**config.mk**
```make
export PLATFORM = sky130hd
export DESIGN_NAME = game_sequencer
export DESIGN_NICKNAME = d
export VERILOG_FILES = /design/src/rtl/game_sequencer.sv
export SDC_FILE = /design/constraint.sdc
export NUM_CORES = 1
export LEC_CHECK = 0
export BUFFER_PORTS_ARGS = -buffer_cell sky130_fd_sc_hd__buf_2
export CAP_MARGIN = 40
export CORE_MARGIN = 2
export CORE_UTILIZATION = 42
export CTS_BUF_LIST = sky130_fd_sc_hd__clkbuf_8
export CTS_CLUSTER_SIZE = 40
export DETAILED_ROUTE_END_ITERATION = 10
export GPL_TIMING_DRIVEN = 0
export PLACE_DENSITY_LB_ADDON = 0.15
export SKIP_CTS_REPAIR_TIMING = 1
export SYNTH_ARGS = -nofsm -noshare
export SYNTH_HDL_FRONTEND = slang
export SYNTH_SLANG_ARGS = --single-unit
export TNS_END_PERCENT = 100
```
**constraint.sdc**
```tcl
create_clock -name clock -period 2.72 [get_ports clock]
set_input_delay 0.544 -clock clock [delete_from_list [all_inputs] [get_ports clock]]
set_output_delay 0.544 -clock clock [all_outputs]
set_load 0.01 [all_outputs]
```
**src/rtl/game_sequencer.sv**
```systemverilog
// Breakout game controller: serve/play/lost/level-clear sequencing, lives, score, level and block count.
// Optional PAUSE state enabled by defining PAUSE_SEL_EN.
module game_sequencer #(
  parameter int LIVES       = 3,
  parameter int N_BLOCKS    = 40,
  parameter int SERVE_TICKS = 60,
  parameter int MAX_LEVEL   = 4,
  parameter int PTS_BLOCK   = 10,
  parameter int SCORE_W     = 14
) (
  input  logic               clock,
  input  logic               reset,
  input  logic               start_btn,
  input  logic               tick,
  input  logic               ball_lost,
  input  logic               block_hit,
  output logic               ball_run,
  output logic               ball_hold,
  output logic               blocks_reload,
  output logic [2:0]         lives,
  output logic [SCORE_W-1:0] score,
  output logic [2:0]         level,
  output logic [2:0]         state,
  output logic               game_over,
  output logic               game_won
);

  localparam int BW = $clog2(N_BLOCKS + 1);
  localparam int CW = (SERVE_TICKS > 1) ? $clog2(SERVE_TICKS) : 1;

  typedef enum logic [2:0] {
    S_IDLE        = 3'd0,
    S_SERVE       = 3'd1,
    S_PLAY        = 3'd2,
    S_LOST        = 3'd3,
    S_LEVEL_CLEAR = 3'd4,
    S_GAME_OVER   = 3'd5,
    S_WIN         = 3'd6,
    S_PAUSE       = 3'd7
  } state_t;

  state_t             r_state;
  state_t             w_next_state;
  logic               r_start_q;
  logic [2:0]         r_lives;
  logic [SCORE_W-1:0] r_score;
  logic [2:0]         r_level;
  logic [BW-1:0]      r_blocks_left;
  logic [CW-1:0]      r_serve_cnt;
  logic               r_ball_run;
  logic               r_ball_hold;
  logic               r_blocks_reload;
  logic               r_game_over;
  logic               r_game_won;

  logic               w_start_rise;
  logic               w_start_load;
  logic               w_hit_ok;
  logic               w_last_block;
  logic               w_serve_done;
  logic               w_at_max_level;
  logic               w_ball_run;
  logic               w_ball_hold;
  logic               w_blocks_reload;
  logic [SCORE_W:0]   w_score_sum;
  logic [SCORE_W-1:0] w_score_next;

  assign w_start_rise   = start_btn & ~r_start_q;
  assign w_start_load   = w_start_rise &&
                          (r_state == S_IDLE || r_state == S_GAME_OVER || r_state == S_WIN);
  assign w_hit_ok       = (r_state == S_PLAY) && block_hit && (r_blocks_left != '0);
  assign w_last_block   = w_hit_ok && (r_blocks_left == BW'(1));
  assign w_serve_done   = (r_state == S_SERVE) && tick && (r_serve_cnt == CW'(SERVE_TICKS - 1));
  assign w_at_max_level = (r_level == 3'(MAX_LEVEL));
  assign w_score_sum    = {1'b0, r_score} + (SCORE_W + 1)'(PTS_BLOCK);
  assign w_score_next   = w_score_sum[SCORE_W] ? '1 : w_score_sum[SCORE_W-1:0];

  // NOTE: sequential state uses non-blocking assignments so every register samples pre-edge values.
  always_ff @(posedge clock or negedge reset) begin
    if (!reset) r_state <= S_IDLE;
    else        r_state <= w_next_state;
  end

  // NOTE: the default assignment up front keeps this block free of inferred latches.
  always_comb begin
    w_next_state = r_state;
    case (r_state)
      S_IDLE, S_GAME_OVER, S_WIN:
        if (w_start_rise) w_next_state = S_SERVE;
      S_SERVE:
        if (w_serve_done) w_next_state = S_PLAY;
      S_PLAY: begin
        if (w_last_block)   w_next_state = S_LEVEL_CLEAR;
        else if (ball_lost) w_next_state = S_LOST;
`ifdef PAUSE_SEL_EN
        else if (w_start_rise) w_next_state = S_PAUSE;
`endif
      end
      S_LOST:
        w_next_state = (r_lives <= 3'd1) ? S_GAME_OVER : S_SERVE;
      S_LEVEL_CLEAR:
        w_next_state = w_at_max_level ? S_WIN : S_SERVE;
`ifdef PAUSE_SEL_EN
      S_PAUSE:
        if (w_start_rise) w_next_state = S_PLAY;
`endif
      default:
        w_next_state = S_IDLE;
    endcase
  end

  // Outputs are decoded from the next state and registered, so they line up with the state code.
  always_comb begin
    w_ball_run      = (w_next_state == S_PLAY) || (w_next_state == S_PAUSE);
`ifdef PAUSE_SEL_EN
    w_ball_hold     = (w_next_state == S_PAUSE);
`else
    w_ball_hold     = 1'b0;
`endif
    w_blocks_reload = w_start_load || ((r_state == S_LEVEL_CLEAR) && !w_at_max_level);
  end

  // NOTE: every register, counters included, is cleared by the asynchronous reset.
  always_ff @(posedge clock or negedge reset) begin
    if (!reset) begin
      r_ball_run      <= 1'b0;
      r_ball_hold     <= 1'b0;
      r_blocks_reload <= 1'b0;
      r_game_over     <= 1'b0;
      r_game_won      <= 1'b0;
      r_start_q       <= 1'b0;
    end else begin
      r_ball_run      <= w_ball_run;
      r_ball_hold     <= w_ball_hold;
      r_blocks_reload <= w_blocks_reload;
      r_game_over     <= (w_next_state == S_GAME_OVER);
      r_game_won      <= (w_next_state == S_WIN);
      r_start_q       <= start_btn;
    end
  end

  always_ff @(posedge clock or negedge reset) begin
    if (!reset) begin
      r_lives       <= '0;
      r_score       <= '0;
      r_level       <= '0;
      r_blocks_left <= '0;
    end else if (w_start_load) begin
      r_lives       <= 3'(LIVES);
      r_score       <= '0;
      r_level       <= 3'd1;
      r_blocks_left <= BW'(N_BLOCKS);
    end else begin
      case (r_state)
        S_PLAY:
          if (w_hit_ok) begin
            r_score       <= w_score_next;
            r_blocks_left <= r_blocks_left - BW'(1);
          end
        S_LOST:
          r_lives <= (r_lives <= 3'd1) ? 3'd0 : r_lives - 3'd1;
        S_LEVEL_CLEAR:
          if (!w_at_max_level) begin
            r_level       <= r_level + 3'd1;
            r_blocks_left <= BW'(N_BLOCKS);
          end
        default: ;
      endcase
    end
  end

  // Serve counter only advances inside SERVE and is parked at zero everywhere else.
  always_ff @(posedge clock or negedge reset) begin
    if (!reset)                  r_serve_cnt <= '0;
    else if (r_state != S_SERVE) r_serve_cnt <= '0;
    else if (w_serve_done)       r_serve_cnt <= '0;
    else if (tick)               r_serve_cnt <= r_serve_cnt + CW'(1);
  end

  assign ball_run      = r_ball_run;
  assign ball_hold     = r_ball_hold;
  assign blocks_reload = r_blocks_reload;
  assign lives         = r_lives;
  assign score         = r_score;
  assign level         = r_level;
  assign state         = r_state;
  assign game_over     = r_game_over;
  assign game_won      = r_game_won;

endmodule
```
==> impl_metrics.py <==
metrics = {
    "sta": {
        "post-route-min-period_ps": 1920,
        "final_max_slew_viol_count": 0,
        "fin_crit_sh_pct": 70.6,
        "slew_headroom_pct": 62.9,
        "hold_viol_final": 0,
        "tns_ps": 0,
        "finalWorstSetupSlack_ps": 800,
        "rsz0062_at_grt": "false",
        "tightest_slew_ps": 553,
        "fmax_mhz": 521,
        "whs_ps": 192,
        "setup_violations": 0,
        "skew_ps": 4.04,
    },
    "detailed_routing": {
        "vias_per_cell": 5.17,
        "drt-total-wl_um": 4760,
        "vias": 1749,
        "routedWlPerCell_um": 14.1,
        "drc_errors": 0,
        "drtPass1Iterations": 4,
        "drtIter0Drc": 100,
        "detail-route-antenna-nets": 0,
    },
    "synthesis": {
        "synth_area_leader_cell": "dfrtp_1",
        "post_synth_inst_count": 228,
        "synth.net_count": 242,
        "synth_edf_count": 0,
        "synth_ff_type": "dfrtp_1",
        "yosysMostFrequentCell": "dfrtp_1",
        "syn_area_um2": 2290,
        "seq_area_frac_synth_pct": 43.8,
        "ys_types": 65,
        "yosysTopAreaCellShare_pct": 43.8,
        "async_flop_share_pct": 100,
        "ys_warn_count": 0,
        "synth_top_cells_by_area": "dfrtp_1 (44%), ha_1 (4.4%), nand2_1 (4.3%)",
        "syn_avg_cell_area_um2": 10.0,
        "synth-seq-cells": 40,
        "synthTopCellsByCount": "dfrtp_1 (40), nand2_1 (26), nor2_1 (25), inv_1 (12)",
    },
    "placement": {
        "place.gp.congestion": 0.752,
        "port_buffers": 31,
        "dp_hpwl_um": 3510,
        "dpl.cell_count": 330,
        "placed_area_um2": 2560,
        "pre_cts_ws_ps": 797,
    },
    "die": {
        "ios": 34,
        "core_um2": 5170,
        "die_x_um": 77.8,
        "rows": 26,
        "start_util_pct": 44.2,
        "die_y_um": 77.8,
        "die_area_um2": 6050,
    },
    "clock_tree": {
        "root_buffer": "clkbuf_8",
        "clock_latency_ps": 290,
        "tritoncts": "done",
        "cts_buffers": 5,
        "cts_buffer_depth": 2,
        "cts_sinks": 40,
        "htree_levels": 2,
        "clk_pin_slew_worst_paths_ps": 80,
    },
    "pwr": {
        "p_switching_mw": 0.401,
        "pwr-share-clk_pct": 30.7,
        "p_leak_nw": 1.34,
        "total_power_mw": 1.35,
        "p_seq_share_pct": 51.6,
        "sw_frac_of_total_pct": 29.7,
        "p_int_mw": 0.950,
        "pwr-share-comb_pct": 17.7,
        "powerDensity_nw_per_um2": 510,
        "ir_drop_v": 0.000272,
    },
    "global_routing": {
        "overflow": 0,
        "grt_pass1_wl_um": 8170,
        "antenna_found_initial": 0,
        "grt.total_usage_pct": 17.0,
        "grt_max_degree": 23,
        "grt_pass1_vias": 1582,
    },
    "run_status": {
        "status": "complete, no violations",
    },
    "worst_setup_path": {
        "r2r_slack_ps": 800,
        "crit_type": "reg -> reg",
        "worstPathMaxFanout": 10,
        "cp-start-kind": "flop",
        "r2r_cells": 6,
        "end_kind": "flop",
        "required_ps": 2900,
        "reg2reg_from": "r_blocks_left[3]",
        "arrival_ps": 2100,
        "reg2reg_to": "score[11]",
    },
    "finish": {
        "final_core_util_pct": 51.2,
        "diodes": 0,
        "final_layout_size_suffix_gt1_share_pct": 25.7,
        "area_growth_pct": 15.9,
        "finalNonFillerCells": 338,
        "final_cell_area_um2": 2650,
        "fillers": 493,
        "nNetsFinal": 281,
    },
    "worst_hold_path": {
        "hp-class": "in -> async",
    },
    "flow_run": {
        "drv_cap": 0,
    },
}
worst max path at each step:
stage,start,endpoint,slack (ps)
after floorplan,state[0],score[11],940
after global placement,block_hit,score[1],790
after detailed placement,block_hit,score[1],800
after CTS,state[0],score[8],790
after global routing,r_blocks_left[3],score[9],640
final,r_blocks_left[3],score[11],800
kinds of logic after synthesis:
family                   after synthesis  synth area share [%]
AO/OA/AOI/OAI                         51                  18.8
AND/OR/NAND/NOR                       91                  21.7
flip-flops                            40                  43.8
buffers and inverters                 23                  5.31
other                                  1                 0.164
multiplexers                           4                  1.75
adder cells (fa/ha/maj)                8                  4.38
XOR/XNOR                              10                  4.16
per-layer routing:
layer  global-route usage [%]  routed length [um]
met2                     23.1                2060
met4                     6.43                  57
met1                     26.1                2490
met5                        0                   0
met3                     3.49                 155
power by group through the flow:
stage / Combinational [mW] / Sequential, mW / Clock (mW)
after global placement: 0.232 / 0.709 / 0
final: 0.239 / 0.697 / 0.415
after CTS: 0.242 / 0.699 / 0.433
after global routing: 0.276 / 0.707 / 0.461
after floorplan: 0.165 / 0.706 / 0
after detailed placement: 0.241 / 0.710 / 0
state kept, by name, indices dropped and copies added (netlist names):
signal         cells
ball_run           1
blocks_reload      1
game_over          1
game_won           1
level              3
lives              3
r_blocks_left      6
r_serve_cnt        6
r_start_q          1
score             14
state              3
area by class of cell:
cell class	count	area, um2	area share, %
inverter	13	48.8	1.84
multi-input combinational	165	1160	43.9
sequential	40	1000	37.8
timing repair buffer	32	183	6.90
tap	70	87.6	3.31
clock inverter	2	10.0	0.378
buffer	10	72.6	2.74
clock buffer	6	82.6	3.12
cells in the final DEF (no fill, tap or decap), types with 4 or more instances in the layout:
master,instances
nand4_1,4
o21ai_2,4
a21oi_1,7
buf_2,35
nand3_1,8
dfrtp_1,40
ha_1,8
nor2_1,25
o21ai_1,4
inv_1,12
xor2_1,4
clkbuf_8,6
xnor2_1,5
nand2_1,26
mux2i_1,4
o211ai_2,4
o21ai_0,4
worst max-delay path: stages (launching register included):
cell	delay (ps)
dfrtp_1	460
nor4_4	390
a21o_4	220
clkbuf_1	370
nor2_1	100
o21ai_1	150
o211ai_2	100
(Power assumes the default switching activity.)
